<file path="config.mk">
export PLATFORM = sky130hd
export DESIGN_NAME = reset_sequencer
export DESIGN_NICKNAME = d
export VERILOG_FILES = /design/src/rtl/reset_seq_pkg.sv /design/src/rtl/reset_sync.sv /design/src/rtl/reset_sequencer.sv
export SDC_FILE = /design/constraint.sdc
export NUM_CORES = 1
export LEC_CHECK = 0
export ABC_AREA = 0
export ABC_CLOCK_PERIOD_IN_PS = 2600
export BUFFER_PORTS_ARGS = -buffer_cell sky130_fd_sc_hd__buf_2
export CAP_MARGIN = 5
export CORE_MARGIN = 1
export CORE_UTILIZATION = 42
export CTS_CLUSTER_SIZE = 16
export DETAILED_ROUTE_END_ITERATION = 6
export HOLD_SLACK_MARGIN = 0.12
export PLACE_DENSITY = 0.58
export SLEW_MARGIN = 20
export SYNTH_ARGS = -nofsm -noshare
export SYNTH_HDL_FRONTEND = slang
export SYNTH_SLANG_ARGS = --single-unit
</file>
<file path="constraint.sdc">
create_clock -name clk -period 2.6 [get_ports clk]
set_input_delay 0.52 -clock clk [delete_from_list [all_inputs] [get_ports clk]]
set_output_delay 0.52 -clock clk [all_outputs]
set_load 0.01 [all_outputs]
</file>
<file path="src/rtl/reset_seq_pkg.sv">
// Shared definitions for the staged reset sequencer: FSM state encoding
// and the constant functions used to size the internal counters.
package reset_seq_pkg;

    typedef enum logic [2:0] {
        ST_HOLD      = 3'd0,
        ST_RELEASE   = 3'd1,
        ST_RUN       = 3'd2,
        ST_SOFT_HOLD = 3'd3,
        ST_SOFT_ACK  = 3'd4
    } seq_state_e;

    // Larger of two integers, used for elaboration-time sizing.
    function automatic int max_int(input int a, input int b);
        return (a > b) ? a : b;
    endfunction

    // The shared counter must reach both the stage gap and the soft-hold length.
    function automatic int cnt_width(input int gap, input int hold);
        return $clog2(max_int(gap, hold)) + 1;
    endfunction

endpackage

</file>
<file path="src/rtl/reset_sync.sv">
// Reset-release synchroniser: asserts asynchronously, releases after
// SYNC_STAGES rising clock edges so downstream logic sees a clean deassertion.
module reset_sync #(
    parameter int SYNC_STAGES = 2
) (
    input  logic clk,
    input  logic rst_in_n,
    output logic rst_out_n
);

    logic [SYNC_STAGES-1:0] sync_r;

    // Shift ones into the chain once the incoming reset is released.
    always_ff @(posedge clk or negedge rst_in_n) begin
        if (!rst_in_n) begin
            sync_r <= '0;
        end else begin
            sync_r <= {sync_r[SYNC_STAGES-2:0], 1'b1};
        end
    end

    assign rst_out_n = sync_r[SYNC_STAGES-1];

endmodule

</file>
<file path="src/rtl/reset_sequencer.sv">
// Staged reset sequencer: after the power-on reset is released, deasserts the
// per-subsystem resets one at a time, STAGE_GAP cycles apart, and supports a
// req/ack soft reset that holds every stage low and replays the sequence.
module reset_sequencer
    import reset_seq_pkg::*;
#(
    parameter int NUM_STAGES  = 4,
    parameter int STAGE_GAP   = 256,
    parameter int SOFT_HOLD   = 64,
    parameter int SYNC_STAGES = 2
) (
    input  logic                  clk,
    input  logic                  res_n,
    input  logic                  soft_rst_req,
    output logic                  soft_rst_ack,
    output logic [NUM_STAGES-1:0] stage_res_n,
    output logic                  all_ready,
    output logic [2:0]            seq_state
);

    localparam int CW = cnt_width(STAGE_GAP, SOFT_HOLD);
    localparam int IW = $clog2(NUM_STAGES) + 1;

    localparam logic [CW-1:0] GAP_LAST  = CW'(STAGE_GAP - 1);
    localparam logic [CW-1:0] HOLD_LAST = CW'(SOFT_HOLD - 1);
    localparam logic [IW-1:0] IDX_LAST  = IW'(NUM_STAGES - 1);

    logic                  rst_sync_s;
    seq_state_e            state_r;
    logic [CW-1:0]         cnt_r;
    logic [IW-1:0]         idx_r;
    logic [NUM_STAGES-1:0] stage_r;
    logic                  ack_r;
    logic                  ready_r;
    logic [NUM_STAGES-1:0] release_mask_s;

    reset_sync #(
        .SYNC_STAGES (SYNC_STAGES)
    ) u_reset_sync (
        .clk       (clk),
        .rst_in_n  (res_n),
        .rst_out_n (rst_sync_s)
    );

    // Decode idx into a one-hot mask selecting the stage released next.
    always_comb begin
        release_mask_s = '0;
        for (int i = 0; i < NUM_STAGES; i++) begin
            if (idx_r == IW'(i)) begin
                release_mask_s[i] = 1'b1;
            end else begin
                release_mask_s[i] = 1'b0;
            end
        end
    end

    // Sequencer FSM with its gap/hold counter, stage index and registered outputs.
    always_ff @(posedge clk or negedge res_n) begin
        if (!res_n) begin
            state_r <= ST_HOLD;
            cnt_r   <= '0;
            idx_r   <= '0;
            stage_r <= '0;
            ack_r   <= 1'b0;
            ready_r <= 1'b0;
        end else begin
            case (state_r)
                ST_HOLD: begin
                    stage_r <= '0;
                    ack_r   <= 1'b0;
                    ready_r <= 1'b0;
                    cnt_r   <= '0;
                    idx_r   <= '0;
                    if (rst_sync_s) begin
                        state_r <= ST_RELEASE;
                    end else begin
                        state_r <= ST_HOLD;
                    end
                end

                ST_RELEASE: begin
                    if (cnt_r == GAP_LAST) begin
                        // Released bits are OR-ed in so earlier stages stay out of reset.
                        stage_r <= stage_r | release_mask_s;
                        cnt_r   <= '0;
                        idx_r   <= idx_r + IW'(1);
                        if (idx_r == IDX_LAST) begin
                            state_r <= ST_RUN;
                            ready_r <= 1'b1;
                        end else begin
                            state_r <= ST_RELEASE;
                        end
                    end else begin
                        cnt_r <= cnt_r + CW'(1);
                    end
                end

                ST_RUN: begin
                    if (soft_rst_req) begin
                        state_r <= ST_SOFT_HOLD;
                        stage_r <= '0;
                        ready_r <= 1'b0;
                        cnt_r   <= '0;
                    end else begin
                        state_r <= ST_RUN;
                    end
                end

                ST_SOFT_HOLD: begin
                    // The hold runs to completion even if the request drops early.
                    if (cnt_r == HOLD_LAST) begin
                        state_r <= ST_SOFT_ACK;
                        ack_r   <= 1'b1;
                        cnt_r   <= '0;
                    end else begin
                        cnt_r <= cnt_r + CW'(1);
                    end
                end

                ST_SOFT_ACK: begin
                    if (!soft_rst_req) begin
                        ack_r   <= 1'b0;
                        state_r <= ST_RELEASE;
                        cnt_r   <= '0;
                        idx_r   <= '0;
                    end else begin
                        ack_r <= 1'b1;
                    end
                end

                default: begin
                    state_r <= ST_HOLD;
                    cnt_r   <= '0;
                    idx_r   <= '0;
                    stage_r <= '0;
                    ack_r   <= 1'b0;
                    ready_r <= 1'b0;
                end
            endcase
        end
    end

    assign stage_res_n  = stage_r;
    assign soft_rst_ack = ack_r;
    assign all_ready    = ready_r;
    assign seq_state    = state_r;

endmodule

</file>
After elaboration in Yosys (flattened, before gate mapping)
Cells that the tools add are included.
{"block": "op_classes", "eq_ne": 14, "reduce_logical": 11, "muxes": 29, "n_addsub": 2, "n_bitwise": 4}
{"operator": "$mux 9", "n": 4}
{"operator": "$pmux 9 s4", "n": 1}
{"operator": "$mux 3", "n": 5}
{"operator": "$pmux 3 s5", "n": 1}
{"operator": "$eq 3x2->1 const B", "n": 4}
{"operator": "$pmux 4 s3", "n": 1}
{"operator": "$mux 1", "n": 11}
{"operator": "$ne 2x2->1 const B", "n": 5}
{"operator": "$add 9x1->9 const B", "n": 1}
{"operator": "$eq 9x6->1 const B", "n": 1}
{"operator": "$eq 9x8->1 const B", "n": 1}
{"operator": "$pmux 3 s3", "n": 1}
{"operator": "$reduce_and 3->1", "n": 3}
{"operator": "$mux 4", "n": 2}
{"operator": "$eq 3x1->1 const B", "n": 2}
{"operator": "$logic_not 3->1", "n": 2}
{"operator": "$pmux 1 s3", "n": 2}
{"operator": "$reduce_or 2->1", "n": 3}
{"operator": "$or 4x4->4", "n": 1}
{"operator": "$reduce_and 2->1", "n": 2}
{"operator": "$reduce_and 4->1", "n": 1}
{"operator": "$add 3x1->3 const B", "n": 1}
{"operator": "$eq 3x3->1 const B", "n": 1}
{"operator": "$not 1->1", "n": 3}
{"operator": "$mux 2", "n": 1}
{"block": "word_totals", "wordCells": 67, "in_bits": 3, "output_inout_bits": 9, "ff_bits": 23}

Longest topological paths before layout
{"block": "depth", "word_depth": 5, "ltp_mapped": 10, "ltp_nobuf": 10}

By module
A second synthesis with hierarchy kept.
{"block": "unflattened", "cells_unflattened": 147, "hier_area_um2": 1371.3}
{"mod": "reset_sequencer", "cells_each": 144, "area_each_um2": 1317.5, "instances": 1, "seq_area_each_um2": 525.5}
{"mod": "reset_sync", "cells_each": 3, "area_each_um2": 53.8, "instances": 1, "seq_area_each_um2": 50.0}

Worst setup path before layout
OpenSTA, ideal clock, no wires.
{"block": "synth_path", "kind": "register -> register", "start": "register cnt_r[0]", "end": "register cnt_r[5]", "path_slack_ps": 440, "stages_incl_launch_ff": 10, "period_less_slack_ps": 2160, "required_ps": 2531, "setup_ps": 69, "t_arrival_ps": 2091, "n_path_buf": 0, "path_cell_list": "dfrtp_1 ha_1 and3_1 and3_1 nand3_1 inv_1 ha_1 nor2b_1 or4_1 nand3_1"}
{"block": "synth_between", "elab_chain_len": 3, "word_cells_on_any_way": 6, "cone_classes": "1 x add/sub; 2 x eq/ne; 3 x mux"}
{"element": "start, declared", "line": "reset_sequencer.sv:30", "source": "logic [CW-1:0] cnt_r;"}
{"element": "start signal, assigned", "line": "reset_sequencer.sv:94", "source": "cnt_r <= cnt_r + CW'(1);"}
{"element": "start signal, assigned", "line": "reset_sequencer.sv:116", "source": "cnt_r <= cnt_r + CW'(1);"}
{"element": "$add 9x1->9, or another cell as far along", "line": "reset_sequencer.sv:94, reset_sequencer.sv:116"}
{"element": "$mux 9, on equally long branches", "line": "reset_sequencer.sv:111, reset_sequencer.sv:82"}
{"element": "$pmux 9 s4 *", "line": "reset_sequencer.sv:67", "source": "case (state_r)"}
Mark *: on every way between the ends. The rest lies on a longest branch, timed or not.
A chain may end at the register's enable or synchronous reset.

Worst setup path in the final report
{"block": "layout_path", "start": "register cnt_r[0]", "end": "register cnt_r[3]"}
The elaborated chain is that of the path after synthesis.

==> out/summary.txt <==
syn_nets: 147
Design Power: 0.0005370 W
Final Setup Violations: 0
TNS Setup: 0 ps
Initial Util: 0.4434
Internal: 0.0004204 W
CP bufs+invs: 1
Final WS setup: 172.7 ps
Synth Area in Compound Gates: 0.1858
Worst Hold Class: input pin to asynchronous set/reset pin
most area-hungry cell type in the Yosys netlist: dfrtp_1
worst clock skew: 8.342 ps
Max stage delay on crit path: 430 ps
Post-route DRC: 0
Total Routing Usage GR: 0.1681
first drt pass iteration count: 4
final hold violation count: 0
mux cell area share after synthesis: 0.03050
maximum fanout along the worst path: 7
crit end category: flip-flop
Netlist cell types: 41
Power Density: 366.5 mW/mm2
pin count of the biggest net entering global routing: 24
Synth Area in Simple Gates: 0.2237
Slew Limit Headroom: 0.6276
Worst Max-Slew Pin Slew: 558.6 ps
synth top area cells: dfrtp_1 (43%), ha_1 (7.4%), inv_1 (3.3%)
fin crit share: 0.9336
post-synthesis xor/xnor area fraction: 0.006470
synth warn: 0
# Max-Cap Violations: 0
Layout Utilization: 0.4799
PostCTS Resize Cnt: 0
port bufs: 11
DRT iter0 DRCs: 43
Vias/cell: 5.241
Hold-fix buffers, CTS: 0
clk sink count: 23
combinational family with the most area after synthesis: simple AND/OR/NAND/NOR gates
DIE AREA: 0.003455 mm2
FF+latch count, synth: 23
DP Worst Slack: 225.4 ps
Tmin final: 2427 ps
area post-placement: 0.001439 mm2
status: complete, no violations
synthesized cell area: 0.001354 mm2
DR vias: 1001
crit path cell chain: ha_1, and3_1, and3_1, nand3_1, inv_1, ha_1, nor2b_1, a311oi_4, nand2_1, mux2i_1
postcts setup bufs: 0
RSZ-0062 raised after global routing: false
Final Wtd Congestion: 0.8933
Worst path slowest cell: dfrtp_1
CTS tree: built
syn_area_per_cell: 9.954 um2
Synth Area in Adders: 0.07394
post-detail-place hpwl: 1756 um
Clock power frac: 0.313
NetSw: 0.0001166 W
Syn Inst Count: 136
I/O pin cnt: 12
Req. time, crit path: 2840 ps
CTS Buf Count: 3
antenna viol nets, final: 0
Worst setup SP type: flip-flop
initial antenna violation count: 0
H-tree depth: 1
Final nets: 159
CP Data Arrival Time: 2670 ps
FP Rows: 20
top_reg_cell synth: dfrtp_1
area share of the largest cell type after synthesis: 0.4251
chip height: 58.78 um
clk root buf: clkbuf_4
Fmax achieved: 412.0 MHz
layout cells sized above 1: 0.1497
Crit path max-delay family: simple AND/OR/NAND/NOR gates
Max VDD drop: 232.5 uV
Final Instance Area: 0.001465 mm2
P_leak: 0.6275 nW
first-pass GRT wire length: 4340 um
crit path kind: flip-flop to flip-flop
number of synthesized flops with an enable pin: 0
Max Transition Viols Final: 0
worst-skew pair later-pin latency: 310 ps
clk buf depth: 2
clock slew at reported path FFs: 130 ps
Layout area overhead: 8.226%
post-synthesis sequential area ratio: 0.4251
ANT cells: 0
Async S/R FF share, synth: 1.000
switching share of power: 0.2171
combinational power share: 0.016
die width: 58.78 um
Core ar.: 0.003053 mm2
grt ovf: 0
Total Wirelength: 2506 um
per-cell routed wire length: 13.12 um
sequential share of power: 0.670
vias in the first global route: 948
synthesized netlist by cell type, types with 2 or more instances:
master	n
inv_1	12
o21a_1	3
dfrtp_1	23
nand2_1	6
a22o_1	2
buf_2	2
nand3_1	8
o21ai_1	6
nor3_1	3
ha_1	8
mux2i_1	3
nor2_1	5
nor2b_1	5
and3_1	3
nor3b_1	3
o21ai_0	8
a21oi_1	7
a31oi_1	2
nand3b_1	2
and2_1	2
nor3b_2	2
nand2b_1	2
routing by layer:
layer | wire length (um) | track usage
met1 | 1315 | 0.2479
met2 | 1064 | 0.2403
met5 | 0 | 0
met3 | 96 | 0.02857
met4 | 29 | 0.07483
cell usage in the layout, fill, tap and decap left out, types with 2 or more instances in the layout:
cell      count
nor3b_2       2
o21ai_1       6
and3_1        3
nand2_1       6
nand2b_1      2
nor3b_1       3
o21ai_0       8
nor2_1        5
clkbuf_4      3
a22o_1        2
a21oi_1       7
and2_1        2
nand3b_1      2
nor2b_1       5
buf_2        11
nand3_1       8
a31oi_1       2
mux2i_1       3
dfrtp_1      23
ha_1          8
inv_1        12
nor3_1        3
o21a_1        3
power groups by stage:
| stage | clock network, W | registers [W] | logic, W |
|---|---|---|---|
| 2_1_floorplan | 0 | 0.000366 | 0.000000337 |
| 3_3_place_gp | 0 | 0.000367 | 0.00000930 |
| 3_5_place_dp | 0 | 0.000367 | 0.00000942 |
| 4_1_cts | 0.000172 | 0.000360 | 0.00000936 |
| 5_1_grt | 0.000193 | 0.000360 | 0.0000106 |
| 6_report | 0.000168 | 0.000360 | 0.00000884 |
registers in the layout (all words and copies together) (netlist names):
register             count
idx_r                    3
u_reset_sync.sync_r      2
soft_rst_ack             1
all_ready                1
seq_state                3
cnt_r                    9
stage_res_n              4
final timing paths:
path / start / endpoint / slack, ps / cells after the start
max: cnt_r[0] / cnt_r[3] / 170 / 10
min: res_n / seq_state[1] / 160 / 1
max reg2reg: cnt_r[0] / cnt_r[3] / 170 / 10
min reg2reg: u_reset_sync.sync_r[0] / u_reset_sync.sync_r[1] / 370 / 0
max in group asynchronous: res_n / cnt_r[7] / 2090 / 1
min in group clk: u_reset_sync.sync_r[0] / u_reset_sync.sync_r[1] / 370 / 0
per-stage QoR:
stage          hold WS, ps  cells
3_3_place_gp         340.7    187
4_1_cts              168.8    191
6_report             158.6    191
5_1_grt              169.8    191
3_5_place_dp         342.8    187
2_1_floorplan        224.4    136
final cells by class:
class	instances	area, um2
Tap cell	44	55.05
Sequential cell	23	575.6
Clock buffer	4	26.28
Multi-Input combinational cell	97	708.2
Inverter	12	45.04
Fill cell	302	1588
Timing Repair Buffer	11	55.05
worst register-to-register path, stage by stage, from the launching register on:
cell	delay (ps)
dfrtp_1	430
ha_1	250
and3_1	230
and3_1	200
nand3_1	120
inv_1	60
ha_1	220
nor2b_1	210
a311oi_4	410
nand2_1	100
mux2i_1	130
logic make-up (layout without fill, tap and decap cells):
group | count (synthesis) | after routing
and+or+nand+nor | 47 | 47
AOI/OAI and AO/OA | 36 | 36
DFF | 23 | 23
buffers and inverters | 16 | 27
adders and majority gates | 8 | 8
muxes | 4 | 4
other | 1 | 1
xor gates and xnor gates | 1 | 1
(Power assumes the default switching activity.)
